### config.mk
export PLATFORM = sky130hd
export DESIGN_NAME = hazard_stall_unit
export DESIGN_NICKNAME = d
export VERILOG_FILES = /design/src/rtl/hazard_stall_unit.sv
export SDC_FILE = /design/constraint.sdc
export NUM_CORES = 1
export LEC_CHECK = 0
export ABC_AREA = 1
export ABC_CLOCK_PERIOD_IN_PS = 1700
export BUFFER_PORTS_ARGS = -buffer_cell sky130_fd_sc_hd__buf_2
export CORE_MARGIN = 1.5
export CORE_UTILIZATION = 29
export DETAILED_ROUTE_END_ITERATION = 10
export PLACE_DENSITY = 0.52
export SETUP_SLACK_MARGIN = 0.1
export SLEW_MARGIN = 20
export SYNTH_ARGS = -nofsm -noshare
export SYNTH_HDL_FRONTEND = slang
export SYNTH_SLANG_ARGS = --single-unit
export TNS_END_PERCENT = 5
### constraint.sdc
create_clock -name clk -period 1.7 [get_ports clk]
set_input_delay 0.085 -clock clk [delete_from_list [all_inputs] [get_ports clk]]
set_output_delay 0.085 -clock clk [all_outputs]
set_load 0.01 [all_outputs]
### src/rtl/hazard_stall_unit.sv
// Pipeline hazard controller: load-use bubbles, data-memory wait freezes, branch flushes, timeout lock.
// Optional performance counters are enabled by defining HAZARD_PERF_CNT_EN.
module hazard_stall_unit #(
  parameter int unsigned MEM_TIMEOUT = 64,
  parameter int unsigned CNT_W       = 32
) (
  input  logic             clk,
  input  logic             rst_n,
  input  logic [4:0]       RA_ID,
  input  logic [4:0]       RB_ID,
  input  logic [4:0]       RD_EX,
  input  logic             RF_LE_EX,
  input  logic             MEM_RE_EX,
  input  logic             MEM_ACC_MEM,
  input  logic             MEM_READY,
  input  logic             BR_TAKEN_EX,
  output logic             PC_LE,
  output logic             IF_ID_LE,
  output logic             ID_EX_LE,
  output logic             EX_MEM_LE,
  output logic             MEM_WB_LE,
  output logic             NOP_EX,
  output logic             FLUSH_IF_ID,
  output logic             MEM_ERR,
  output logic [1:0]       STATE
`ifdef HAZARD_PERF_CNT_EN
  ,
  output logic [CNT_W-1:0] CNT_BUBBLE,
  output logic [CNT_W-1:0] CNT_WAIT,
  output logic [CNT_W-1:0] CNT_FLUSH
`endif
);

  localparam int unsigned TO_W = 16;
  localparam logic [TO_W-1:0] TO_LAST = TO_W'(MEM_TIMEOUT - 1);

  typedef enum logic [1:0] {
    S_RUN      = 2'b00,
    S_MEM_WAIT = 2'b01,
    S_ERR      = 2'b10
  } state_e;

  state_e          state_q, state_d;
  logic [TO_W-1:0] to_cnt_q, to_cnt_d;
  logic            live_q;
  logic            lu, mw;
  logic            pri_wait, pri_flush, pri_bubble;

  assign lu = MEM_RE_EX & RF_LE_EX & (RD_EX != 5'd0) &
              ((RD_EX == RA_ID) | (RD_EX == RB_ID));
  assign mw = MEM_ACC_MEM & ~MEM_READY;

  assign STATE = state_q;

  // live_q holds outputs at their reset values until the first edge after release
  always_ff @(posedge clk or negedge rst_n) begin
    if (!rst_n) begin
      state_q  <= S_RUN;
      to_cnt_q <= '0;
      live_q   <= 1'b0;
    end else begin
      state_q  <= state_d;
      to_cnt_q <= to_cnt_d;
      live_q   <= 1'b1;
    end
  end

  always_comb begin
    state_d     = state_q;
    to_cnt_d    = to_cnt_q;
    PC_LE       = 1'b0;
    IF_ID_LE    = 1'b0;
    ID_EX_LE    = 1'b0;
    EX_MEM_LE   = 1'b0;
    MEM_WB_LE   = 1'b0;
    NOP_EX      = 1'b1;
    FLUSH_IF_ID = 1'b1;
    MEM_ERR     = 1'b0;
    pri_wait    = 1'b0;
    pri_flush   = 1'b0;
    pri_bubble  = 1'b0;

    if (live_q) begin
      if (state_q == S_ERR) begin
        MEM_ERR     = 1'b1;
        NOP_EX      = 1'b1;
        FLUSH_IF_ID = 1'b0;
      end else begin
        if (mw) begin
          pri_wait    = 1'b1;
          NOP_EX      = 1'b0;
          FLUSH_IF_ID = 1'b0;
        end else if (BR_TAKEN_EX) begin
          pri_flush   = 1'b1;
          PC_LE       = 1'b1;
          IF_ID_LE    = 1'b1;
          ID_EX_LE    = 1'b1;
          EX_MEM_LE   = 1'b1;
          MEM_WB_LE   = 1'b1;
        end else if (lu) begin
          pri_bubble  = 1'b1;
          ID_EX_LE    = 1'b1;
          EX_MEM_LE   = 1'b1;
          MEM_WB_LE   = 1'b1;
          FLUSH_IF_ID = 1'b0;
        end else begin
          PC_LE       = 1'b1;
          IF_ID_LE    = 1'b1;
          ID_EX_LE    = 1'b1;
          EX_MEM_LE   = 1'b1;
          MEM_WB_LE   = 1'b1;
          NOP_EX      = 1'b0;
          FLUSH_IF_ID = 1'b0;
        end

        if (state_q == S_RUN) begin
          to_cnt_d = '0;
          if (mw) state_d = S_MEM_WAIT;
        end else if (!mw) begin
          state_d  = S_RUN;
          to_cnt_d = '0;
        end else if (to_cnt_q >= TO_LAST) begin
          state_d = S_ERR;
        end else if (to_cnt_q != '1) begin
          to_cnt_d = to_cnt_q + TO_W'(1);
        end
      end
    end
  end

`ifdef HAZARD_PERF_CNT_EN
  // Saturating event counters; the priority flags are already zero in ERR and before go-live
  always_ff @(posedge clk or negedge rst_n) begin
    if (!rst_n) begin
      CNT_BUBBLE <= '0;
      CNT_WAIT   <= '0;
      CNT_FLUSH  <= '0;
    end else begin
      if (pri_bubble && (CNT_BUBBLE != '1)) CNT_BUBBLE <= CNT_BUBBLE + CNT_W'(1);
      if (pri_wait   && (CNT_WAIT   != '1)) CNT_WAIT   <= CNT_WAIT   + CNT_W'(1);
      if (pri_flush  && (CNT_FLUSH  != '1)) CNT_FLUSH  <= CNT_FLUSH  + CNT_W'(1);
    end
  end
`endif

endmodule

Yosys cells after proc, flatten, opt, wreduce, memory -nomap -nowiden:

Index checks and enable logic that the tools add are counted.
W data, S select, Z words.

* order comparisons: 1
* bitwise gates (word level): 7
* equality and inequality tests: 8
* $add $sub $neg: 1
* reduce and logical (&&, ||, !) cells: 4
* mux-type cells: 27

Operator list (number)
* $mux W16: 4
* $mux W1: 19
* $add A16 B1 Y16 const B: 1
* $ge A16 B6 Y1 const B: 1
* $ne A16 B16 Y1 const B: 1
* $eq A5 B5 Y1: 2
* $mux W2: 4
* $reduce_and A4 Y1: 2
* $ne A3 B1 Y1 const B: 2
* $reduce_bool A5 Y1: 1
* $and A1 B1 Y1: 4
* $ne A3 B3 Y1 const B: 1
* $eq A2 B2 Y1 const B: 1
* $logic_not A2 Y1: 1
* $ne A2 B2 Y1 const B: 1
* $not A1 Y1: 2
* $or A1 B1 Y1: 1

* register bits after elaboration: 19

Longest topological paths before layout:

* word-level depth: 8
* gate-level depth with buffers: 10
* depth with buffers taken out: 9

Worst setup path after synthesis:

No wires, ideal clock.

* kind: flip-flop to output port
* start point: register state_q[1], in the netlist STATE[1]
* end point: output PC_LE
* cell stages (with the launch flop): 9
* data arrival time: 1.360 ns
* path slack: 0.255 ns
* data required time: 1.615 ns
* path through: dfrtp_1 -> inv_1 -> nor2_2 -> nor2_4 -> inv_2 -> nor2_1 -> nand2_1 -> inv_1 -> buf_4

* longest elaborated chain between the ends: 3

Ends and longest elaborated chain
* from (decl): RTL line 43 `state_e state_q, state_d;`
* from (signal assigned): RTL line 62 `state_q <= state_d;`
* $eq A2 B2 Y1: RTL line 84 `if (state_q == S_ERR) begin`
* $mux W1 (2 in a row)
* to (decl): RTL line 17 `output logic PC_LE,`

No other way between the ends.

Final worst setup path:

* start point: register to_cnt_q[0]
* end point: register to_cnt_q[0]

* longest elaborated chain between the ends: 5
* elaborated cells between the ends (all ways): 10
* classes of those cells: add/sub: 1; order compare: 1; eq/ne: 3; mux: 4; reduce/logical: 1

Ends and longest elaborated chain
* from (decl): RTL line 44 `logic [TO_W-1:0] to_cnt_q, to_cnt_d;`
* from (signal assigned): RTL line 63 `to_cnt_q <= to_cnt_d;`
* $add A16 B1 Y16: RTL line 125 `to_cnt_d = to_cnt_q + TO_W'(1);`
* $mux W16: RTL line 124 `end else if (to_cnt_q != '1) begin`
* $mux W16: RTL line 122 `end else if (to_cnt_q >= TO_LAST) begin`
* $mux W16: RTL line 119 `end else if (!mw) begin`
* $mux W16: RTL line 116 `if (state_q == S_RUN) begin`

Parallel ways exist; a longest one is shown, timed or not. The select of a mux whose other input is x is not followed.
A chain may end at the register's enable or synchronous reset.

==> flow_summary.json <==
{
  "status": "completed",
  "setup_viol": 0,
  "wirelength_met1_um": 1200,
  "ys_warn_count": 0,
  "power_density_mw_per_mm2": 581,
  "fillers": 451,
  "synth_edf_count": 0,
  "routed.top_layer": "met4",
  "worstSetupStartpointType": "flop",
  "drive_above_1_share_pct": 31.5,
  "first_global_vias": 1011,
  "die_x_um": 68.3,
  "cts.sinks": 19,
  "reg2reg_setup_slack_ns": 0.20,
  "io_pins": 32,
  "io_buffers": 31,
  "slew_viol_final": 0,
  "fin_worst_skew_ns": 0.00136,
  "rr_endpoint": "to_cnt_q[0]",
  "grt_pass1_wl_um": 4340,
  "wl_um": 2460,
  "finalSetupTns_ns": 0,
  "vias": 1074,
  "synth.top_cell.area_share_pct": 38.5,
  "synth_area_per_cell_um2": 7.27,
  "postCtsSetupBuffers": 0,
  "globalRouteOverflowTotal": 0,
  "cts-root-buf": "clkbuf_8",
  "fmax_mhz": 668,
  "ir_drop_mv": 0.304,
  "dp_cells": 248,
  "seq_area_frac_synth_pct": 38.5,
  "max_stage_delay_ns": 0.41,
  "worstPathRequired_ns": 1.85,
  "post-place-ws_ns": 0.215,
  "leakage_nw": 0.839,
  "cts_tree": "yes",
  "layoutNonFillerInstCount": 253,
  "start_util_pct": 30.5,
  "ctsHtreeMaxLevel": 1,
  "synth_area_leader_cell": "dfrtp_1",
  "wl_per_cell_um": 9.72,
  "fin_crit_sh_pct": 88.1,
  "ys_ff_latch": 19,
  "firstDrtPassIters": 3,
  "dr_wl_met3_um": 86,
  "path_cells": "ha_1 -> nand2_2 -> nor2_4 -> nand3_2 -> nand3_2 -> nand2_2 -> nand2_2 -> nand2_1 -> nand2_1",
  "path_class": "reg -> reg",
  "finalNetCount": 227,
  "antennaDiodeCount": 0,
  "clk_path_buf_depth": 2,
  "ant_nets": 0,
  "cpMaxStageDelayCell": "dfrtp_1",
  "synth_area_mm2": 0.00124,
  "grt_max_degree": 20,
  "setup_slack_ns": 0.202,
  "dpl.hpwl_um": 2050,
  "numCtsBuffers": 3,
  "r2r_cells": 9,
  "hold_slack_ns": 0.288,
  "clk_pin_slew_worst_paths_ns": 0.07,
  "clkLatencyLatePin_ns": 0.25,
  "crit_family": "simple AND/OR/NAND/NOR gates",
  "synth_commonest_cells": "nand2_1 (45), inv_1 (26), nor2_1 (23)",
  "drc": 0,
  "hold_viol_final": 0,
  "synthCells": 170,
  "timing.max_cap.violations": 0,
  "synth_ff_type": "dfrtp_1",
  "rows": 23,
  "path_buf_inv": 0,
  "dr_wl_met2_um": 1160,
  "synth_cell_types": 26,
  "regToRegStartpoint": "to_cnt_q[0]",
  "drt_iter0_markers": 31,
  "synth.most_common_cell": "nand2_1",
  "netlist_top_cells_area": "dfrtp_1 (38%), nand2_1 (14%), inv_1 (7.9%), nor2_1 (7.0%), nand3_1 (4.9%)",
  "crit_top_cell": "nand2_2",
  "place.gp.congestion": 0.788,
  "cp_max_fo": 8,
  "multi_input_area_um2": 602,
  "core_mm2": 0.00406,
  "avgViaCountPerCell": 4.25,
  "critPathArrivalTime_ns": 1.65,
  "regArea_um2": 475,
  "syn_nets": 193,
  "min_path_type": "in -> async",
  "dieArea_mm2": 0.00466,
  "rsz0062_at_grt": "true",
  "die_h_um": 68.3,
  "worstSetupEndpointType": "flop",
  "min_period_ns": 1.50,
  "post-route-util_pct": 36.6,
  "async_flop_share_pct": 100,
  "antenna_found_initial": 0,
  "syn2layout_area_growth_pct": 20.2,
  "grt_usage_pct": 12.4
}
==> cell type report <==
cell class | instances | share of cell area [%]
sequential | 19 | 32.0
clock inverter | 1 | 0.337
timing repair buffer | 34 | 12.1
tap | 50 | 4.21
inverter | 32 | 8.08
multi-input combinational | 114 | 40.5
clock buffer | 3 | 2.78
==> per-stage QoR <==
step                area (um^2)  power, mW
global placement           1430      0.562
global route               1490      0.916
CTS                        1480      0.881
finish                     1490      0.863
detailed placement         1430      0.563
floorplan                  1240      0.514
==> worst max path at each step <==
stage / startpoint / endpoint / cells past startpoint / slack, ns
finish: to_cnt_q[0] / to_cnt_q[0] / 9 / 0.20
global route: to_cnt_q[0] / to_cnt_q[0] / 9 / 0.06
CTS: STATE[1] / IF_ID_LE / 8 / 0.14
detailed placement: to_cnt_q[0] / to_cnt_q[3] / 9 / 0.21
global placement: to_cnt_q[0] / to_cnt_q[3] / 9 / 0.24
floorplan: STATE[1] / PC_LE / 8 / 0.26
==> layout by cell type (no fill, tap or decap) <==
master | netlist | final
a21boi_2 | 2 | 2
nand2_1 | 45 | 45
inv_1 | 26 | 26
buf_2 | 0 | 31
inv_2 | 6 | 6
o31ai_1 | 1 | 1
nor2_2 | 2 | 3
a21oi_1 | 2 | 2
buf_4 | 4 | 2
dlygate4sd3_1 | 0 | 1
nor3_2 | 1 | 1
nor2_4 | 3 | 3
xor2_1 | 1 | 1
nand3_1 | 12 | 12
clkbuf_8 | 0 | 3
nand3b_2 | 1 | 1
ha_1 | 1 | 1
clkinv_2 | 0 | 1
nand4_1 | 1 | 1
xnor2_1 | 2 | 2
conb_1 | 1 | 1
nand3_2 | 6 | 6
dfrtp_1 | 19 | 19
nor2_1 | 23 | 22
nor3_1 | 2 | 2
a21oi_2 | 2 | 2
nand2_2 | 3 | 3
o21bai_1 | 2 | 2
nor4_1 | 1 | 1
==> report_power, final <==
part	leakage, nW	internal [mW]	total [mW]	switching (mW)
registers	0.216	0.453	0.454	0.000570
logic	0.597	0.0411	0.100	0.0594
clock network	0.0255	0.163	0.309	0.146
total	0.839	0.657	0.863	0.206
==> routing by layer <==
layer / vias to the layer above / GRT usage (%)
li1: 580 / -
met1: 479 / 16.0
met2: 13 / 20.6
met3: 2 / 3.78
met4: 0 / 2.25
met5: - / 0
==> cells by family after synthesis <==
logic type	synth area share (%)
xor gates and xnor gates	2.13
adders and majority gates	1.01
and+or+nand+nor	39.2
buffers and inverters	13.1
AOI/OAI and AO/OA	5.87
other	0.303
DFF	38.5
==> worst reg2reg max path: cells and delay by family (launching register included) <==
family	cells	cell delay, ns
flip-flops	1	0.41
adder cells (fa/ha/maj)	1	0.23
AND/OR/NAND/NOR	8	0.74
==> repair_timing <==
action | 4_1_cts | 5_1_grt
hold buffers | 1 | 0
gates resized for setup | 0 | 1
endpoints found under the hold margin | 19 | 0
setup endpoints to repair | 0 | 10
==> sequential cells by signal, indices dropped and copies added, names as in the netlist <==
register / cells
to_cnt_q: 16
STATE: 2
live_q: 1
Note: power is estimated with default switching activity, not from simulation.
